==> config.mk <==
export PLATFORM = sky130hd
export DESIGN_NAME = id_issue_queue
export DESIGN_NICKNAME = d
export VERILOG_FILES = /design/src/rtl/id_issue_queue.sv
export SDC_FILE = /design/constraint.sdc
export NUM_CORES = 1
export LEC_CHECK = 0
export CAP_MARGIN = 20
export CORE_UTILIZATION = 44
export DETAILED_ROUTE_END_ITERATION = 8
export GPL_TIMING_DRIVEN = 0
export PLACE_DENSITY_LB_ADDON = 0.05
export SYNTH_ARGS = -nofsm -noshare
export SYNTH_HDL_FRONTEND = slang
export SYNTH_SLANG_ARGS = --single-unit
==> constraint.sdc <==
create_clock -name Clk -period 11.1 [get_ports Clk]
set_clock_uncertainty 0.2 [all_clocks]
set_input_delay 2.22 -clock Clk [delete_from_list [all_inputs] [get_ports Clk]]
set_output_delay 2.22 -clock Clk [all_outputs]
set_load 0.05 [all_outputs]
==> src/rtl/id_issue_queue.sv <==
// Decode-to-execute issue queue: DEPTH-entry FIFO of decoded bundles with tracker tags, bubble
// injection on data hazards and flush. 1-cycle min latency; In_ready drops only when full.
module id_issue_queue #(
   parameter int                   PAYLOAD_W   = 128,
   parameter int                   TRACK_W     = 8,
   parameter int                   DEPTH       = 2,
   parameter logic [PAYLOAD_W-1:0] NOP_PAYLOAD = '0,
   parameter int                   CNT_W       = 16
) (
   input  logic                       Clk,
   input  logic                       Reset_n,
   input  logic                       In_valid,
   output logic                       In_ready,
   input  logic [PAYLOAD_W-1:0]       In_payload,
   input  logic [TRACK_W-1:0]         In_tracker,
   output logic                       Out_valid,
   input  logic                       Out_ready,
   output logic [PAYLOAD_W-1:0]       Out_payload,
   output logic [TRACK_W-1:0]         Out_tracker,
   input  logic                       Stall_data_hazard,
   input  logic                       Flush,
   output logic [$clog2(DEPTH):0]     Occupancy,
   output logic [CNT_W-1:0]           Bubble_count
);

   localparam int AW = $clog2(DEPTH);
   localparam logic [AW:0] FULL = (AW+1)'(DEPTH);

   logic [PAYLOAD_W-1:0] pay_mem [DEPTH];
   logic [TRACK_W-1:0]   trk_mem [DEPTH];

   logic [AW-1:0] rd_ptr;
   logic [AW-1:0] wr_ptr;
   logic [AW:0]   count;

   logic not_empty;
   logic enq;
   logic deq;
   logic bubble;

   always_comb begin
      not_empty = (count != '0);
      In_ready  = (count != FULL);
      Out_valid = not_empty && !Stall_data_hazard && !Flush;
      enq       = In_valid && In_ready && !Flush;
      deq       = Out_valid && Out_ready;
      bubble    = not_empty && Stall_data_hazard && !Flush;
      Occupancy = count;
   end

   always_comb begin
      Out_payload = NOP_PAYLOAD;
      Out_tracker = '0;
      if (Out_valid) begin
         Out_payload = pay_mem[rd_ptr];
         Out_tracker = trk_mem[rd_ptr];
      end
   end

   // Storage carries no reset; validity is tracked entirely by count.
   always_ff @(posedge Clk) begin
      if (enq) begin
         pay_mem[wr_ptr] <= In_payload;
         trk_mem[wr_ptr] <= In_tracker;
      end
   end

   always_ff @(posedge Clk or negedge Reset_n) begin
      if (!Reset_n) begin
         rd_ptr <= '0;
         wr_ptr <= '0;
         count  <= '0;
      end else if (Flush) begin
         rd_ptr <= '0;
         wr_ptr <= '0;
         count  <= '0;
      end else begin
         if (enq) wr_ptr <= wr_ptr + 1'b1;
         if (deq) rd_ptr <= rd_ptr + 1'b1;
         case ({enq, deq})
            2'b10:   count <= count + 1'b1;
            2'b01:   count <= count - 1'b1;
            default: count <= count;
         endcase
      end
   end

   // Stall on an empty queue is not a bubble; flush outranks the stall.
   always_ff @(posedge Clk or negedge Reset_n) begin
      if (!Reset_n) begin
         Bubble_count <= '0;
      end else if (bubble && !(&Bubble_count)) begin
         Bubble_count <= Bubble_count + 1'b1;
      end
   end

endmodule

Word-level counts from Yosys, hierarchy flattened
Memories as Yosys holds them, arrays and structs flattened.
Index checks and enable logic that the tools add are counted.
- output and inout port bits: 156
- register bits: 20
- bits in writable memories: 272
- logic and storage cells: 40
- memories: 2
- input port bits: 142
- $add $sub $neg: 5
- equality and inequality tests: 3
- reduce and logical (&&, ||, !) cells: 16
- mux-type cells: 10
- memories (name ; depth ; width ; read ports ; clocked after Yosys merged registers in ; wr ports ; RTL line ; text):
    pay_mem ; 2 ; 128 ; 1 ; 0 ; 1 ; 29 ; logic [PAYLOAD_W-1:0] pay_mem [DEPTH];
    trk_mem ; 2 ; 8 ; 1 ; 0 ; 1 ; 30 ; logic [TRACK_W-1:0] trk_mem [DEPTH];
- operators by type and width (operator ; number):
    2-to-1 mux 128 bit ; 1
    adder 16 x 1 -> 16 bit, second input constant ; 1
    AND reduction 16 bit ; 1
    logical AND 1 bit ; 8
    2-to-1 mux 8 bit ; 1
    2-to-1 mux 1 bit ; 6
    nonzero test 2 bit ; 3
    case mux 2 bit (2 select lines) ; 1
    logical NOT 1 bit ; 3
    nonzero test 3 bit ; 1
    adder 1 bit, second input constant ; 2
    adder 2 x 1 -> 2 bit, second input constant ; 1
    equality test 2 x 1 -> 1 bit, second input constant ; 1
    equality test 2 bit, second input constant ; 1
    2-to-1 mux 2 bit ; 1
    inequality test 2 bit, second input constant ; 1
    subtractor 2 x 1 -> 2 bit, second input constant ; 1

Depth between registers and ports, before layout
- depth after elaboration: 7
- gate-level depth with buffers: 6
- gate-level depth less buffers: 5

Least setup slack after synthesis
No wires, ideal clock.
- path type: in2reg
- start: input In_valid
- end: memory pay_mem[1][0], enable pin
- setup time: 826 ps
- cell stages on the path: 2
- required time: 10074 ps
- buffers on the path: 0
- arrival time: 12233 ps
- path slack: -2158 ps
- cells stage by stage: nand2_1 nor3b_1
- cells in the longest elaborated chain, start to end: 4
- RTL lines (what ; RTL line ; text):
    from (decl) ; 12 ; input logic In_valid,
    logical AND 1 bit (2 in a row) ; 45 ; enq = In_valid && In_ready && !Flush;
    2-to-1 mux 1 bit ; 62 ; if (enq) begin
    2-to-1 mux 1 bit (not written as such) ; 63 ; pay_mem[wr_ptr] <= In_payload;
    to (decl) ; 29 ;
Every way passes these cells.

Worst setup path after layout
- start: input Flush
- end: output Out_payload[46]
- cells in the longest elaborated chain, start to end: 3
- RTL lines (what ; RTL line ; text):
    from (decl) ; 21 ; input logic Flush,
    logical NOT 1 bit ; 44 ; Out_valid = not_empty && !Stall_data_hazard && !Flush;
    logical AND 1 bit ; 44 ;
    2-to-1 mux 128 bit ; 54 ; if (Out_valid) begin
    to (decl) ; 18 ; output logic [PAYLOAD_W-1:0] Out_payload,
Every way passes these cells.

==> run_results.csv <==
group,metric,value,unit
run_status,status,"completed",
setup_path,critPathLaunchType,"input pin",
timing,hold_slack,0.295,ns
placed_design,io_buffers,297,
cts,cts.repair.resized,0,
routing,via_per_inst,4.88,
setup_path,crit_cells,7,
global_route,grt_first_pass_wirelength,37800,um
floorplanning,die_w,161,um
setup_path,crit_type,"input pin to primary output",
timing,hold_viol,0,
layout,final_common_cell,"clkdlybuf4s50_1",
global_route,antenna_found_initial,2,
floorplanning,dieArea,0.0261,mm2
layout,seq_area,0.00867,mm2
placed_design,placedInstanceArea,0.0151,mm2
logic_synthesis,synth_top_cells_by_area,"edfxtp_1, mux2i_1, nor2_1",
logic_synthesis,synthAdderAreaFrac,0.00112,
cts,cts_tree,"built",
cts,cts_setup_buffers,0,
setup_path,cpPeakStageDelay,0.77,ns
routing,wire_per_inst,18.1,um
floorplanning,io_pins,298,
setup_path,cp-startpoint,"Flush",
cts,numCtsBuffers,31,
timing,setup_viol,0,
cts,clkTransAtPathRegs,0.06,ns
setup_path,path_cells,"clkdlybuf4s50_1, o21ba_2, nand2b_1, clkbuf_1, clkbuf_1, nor2_1, clkdlybuf4s50_1",
logic_synthesis,synth_top_area_frac,0.730,
setup_path,r2r_end,"pay_mem[0][97]",
logic_synthesis,ys_types,30,
floorplanning,core-area,0.0246,mm2
layout,final_layout_size_suffix_gt1_frac,0.0669,
logic_synthesis,synth_top_family_by_area,"multiplexers",
timing,fin_crit,7.69,ns
logic_synthesis,avgSynthCellArea,16.7,um2
floorplanning,start_util,0.455,
logic_synthesis,synthMuxAreaShare,0.125,
logic_synthesis,synth_nets,815,
cts,clock_sinks,292,
setup_path,cp-end-kind,"primary output",
layout,layout.nets,1164,
timing,fmax,130,MHz
logic_synthesis,yosys_warnings,0,
hold_path,hold_path.class,"flip-flop to flip-flop",
logic_synthesis,postSynthCellCount,672,
layout,multi_input_area,0.00241,mm2
setup_path,r2r-start,"Occupancy[0]",
setup_path,cp_num_buf_inv,4,
logic_synthesis,yosys.area_share.xor_xnor,0.0117,
timing,tns,0,ns
setup_path,crit_required,8.68,ns
job,cap_violations,0,
layout,layout_common_cells,"clkdlybuf4s50_1, edfxtp_1, nor2_1, mux2i_1, clkbuf_1",
routing,vias,6682,
setup_path,cp_top_family,"buffers and inverters",
logic_synthesis,synth_top_area_cell,"edfxtp_1",
routing,drtAntennaViolNets,0,
setup_path,crit_fanout,10,
power,p_leak,5.34,nW
layout,fillCellCount,1857,
timing,rsz0062_at_grt,"no",
setup_path,rrSetupSlack,8.41,ns
logic_synthesis,synthSimpleGateAreaFrac,0.0722,
power,power_density,162,mW/mm2
setup_path,endpoint,"Out_payload[46]",
layout,stdcell_area,0.0160,mm2
cts,cts_htree_levels,1,
setup_path,cp_data_arrival_time,5.27,ns
setup_path,reg2reg_depth,7,
floorplanning,rows,57,
logic_synthesis,synth-compound-area-share,0.00380,
placed_design,pre_cts_ws,3.32,ns
routing,wl,24900,um
logic_synthesis,ys_seq_area_frac,0.775,
floorplanning,dieHeight,161,um
global_route,grt_pass1_vias,6851,
placed_design,place.gp.congestion,0.750,
global_route,gr-total-overflow,0,
setup_path,crit_slowest_cell,"clkdlybuf4s50_1",
cts,clockBufferDepth,3,
cts,cts_root_buf,"clkbuf_16",
logic_synthesis,netlist_area,0.0112,mm2
timing,max_slew_margin,0.380,
layout,num_antenna_cells,0,
placed_design,post-dp-hpwl,17700,um
routing,first_pass_iters,6,
cts,insertion_delay,0.55,ns
global_route,grt_use_total,0.189,
logic_synthesis,ys_seq_elements,292,
timing,drv_slew,0,
timing,setup_slack,3.41,ns
timing,min_period_over_period,0.693,
layout,area_delta_synth_final,43.4,%
routing,drt_iter0_drc,336,
routing,remaining_drc_errors,0,
timing,tightest_slew,0.928,ns
power,ir_drop,0.137,mV
global_route,grt_max_degree,21,
cts,holdBufCountCts,0,
-- cells in the mapped netlist --
| cell type | number |
|---|---|
| inv_2 | 1 |
| nand4_1 | 4 |
| xor2_1 | 15 |
| edfxtp_1 | 272 |
| mux2_2 | 1 |
| nand2b_1 | 5 |
| ha_1 | 1 |
| nand3_1 | 4 |
| clkbuf_1 | 28 |
| and3_1 | 2 |
| or4b_1 | 1 |
| a32oi_1 | 1 |
| nor4_1 | 6 |
| inv_1 | 1 |
| dfrtp_1 | 20 |
| nor2_1 | 143 |
| nand2_1 | 7 |
| mux2_1 | 1 |
| nor4b_1 | 3 |
| o21ba_2 | 1 |
| nand3_2 | 1 |
| nor2b_1 | 1 |
| nor3b_1 | 2 |
| o32a_1 | 1 |
| nor4_4 | 1 |
| nor3_1 | 6 |
| mux2i_1 | 137 |
| buf_2 | 4 |
| a21oi_1 | 1 |
| a311oi_1 | 1 |
-- final cells by class --
type,count,area share
repair buffers,316,0.214
inverters,2,0.000468
flip-flops and latches,292,0.540
plain buffers,32,0.00780
clock inverters,20,0.0119
multi-input cells,346,0.150
well taps,324,0.0253
clock buffers,38,0.0500
-- registers in the layout (all words and copies together) (netlist names) --
signal,count
Bubble_count,16
rd_ptr,1
Occupancy,2
trk_mem,16
pay_mem,256
wr_ptr,1
-- power by group --
group          leakage [nW]  switching, mW  internal [mW]  total [mW]
combinational          2.10          0.182          0.137       0.319
clock                 0.484          0.402          0.601        1.00
sequential             2.76         0.0227           1.26        1.28
total                  5.34          0.607           2.00        2.61
-- worst min-delay path by stage --
stage	start	endpoint	slack, ns	depth (start not counted)
floorplan	wr_ptr	wr_ptr	0.34	2
global placement	Bubble_count[14]	Bubble_count[14]	0.29	1
detailed placement	Bubble_count[14]	Bubble_count[14]	0.29	1
CTS	Bubble_count[14]	Bubble_count[14]	0.30	1
global route	Bubble_count[14]	Bubble_count[14]	0.32	1
finish	Bubble_count[14]	Bubble_count[14]	0.29	1
-- worst reg2reg max path, cell delays in order, from the launching register on --
cell and delay (ns):
dfrtp_1 0.47, nand2b_1 0.19, nand2_1 0.18, nor3_4 0.60, buf_16 0.24, buf_16 0.18, buf_16 0.17, buf_16 0.16
-- metal layers --
metal | up-vias | wire length [um] | GRT usage
li1 | 3205 | - | -
met1 | 3194 | 9660 | 0.225
met2 | 240 | 12300 | 0.326
met3 | 43 | 2300 | 0.0621
met4 | 0 | 610 | 0.0562
met5 | - | 0 | 0
-- metrics by stage --
stage          total power, mW  cells  utilization
2_1_floorplan             1.48    672            -
3_3_place_gp              1.61   1293        0.592
3_5_place_dp              1.63   1312        0.612
4_1_cts                   2.63   1370        0.652
5_1_grt                   2.69   1370        0.652
6_report                  2.61   1370        0.652
-- cells by family (layout without fill, tap and decap cells) --
family / Yosys count / count (layout)
mux: 139 / 139
fa+ha+maj: 1 / 1
compound gates: 5 / 5
xor+xnor: 15 / 15
buf+inv: 34 / 408
flops: 292 / 292
simple gates: 186 / 186
No activity file was read; power rests on OpenSTA's default activity.
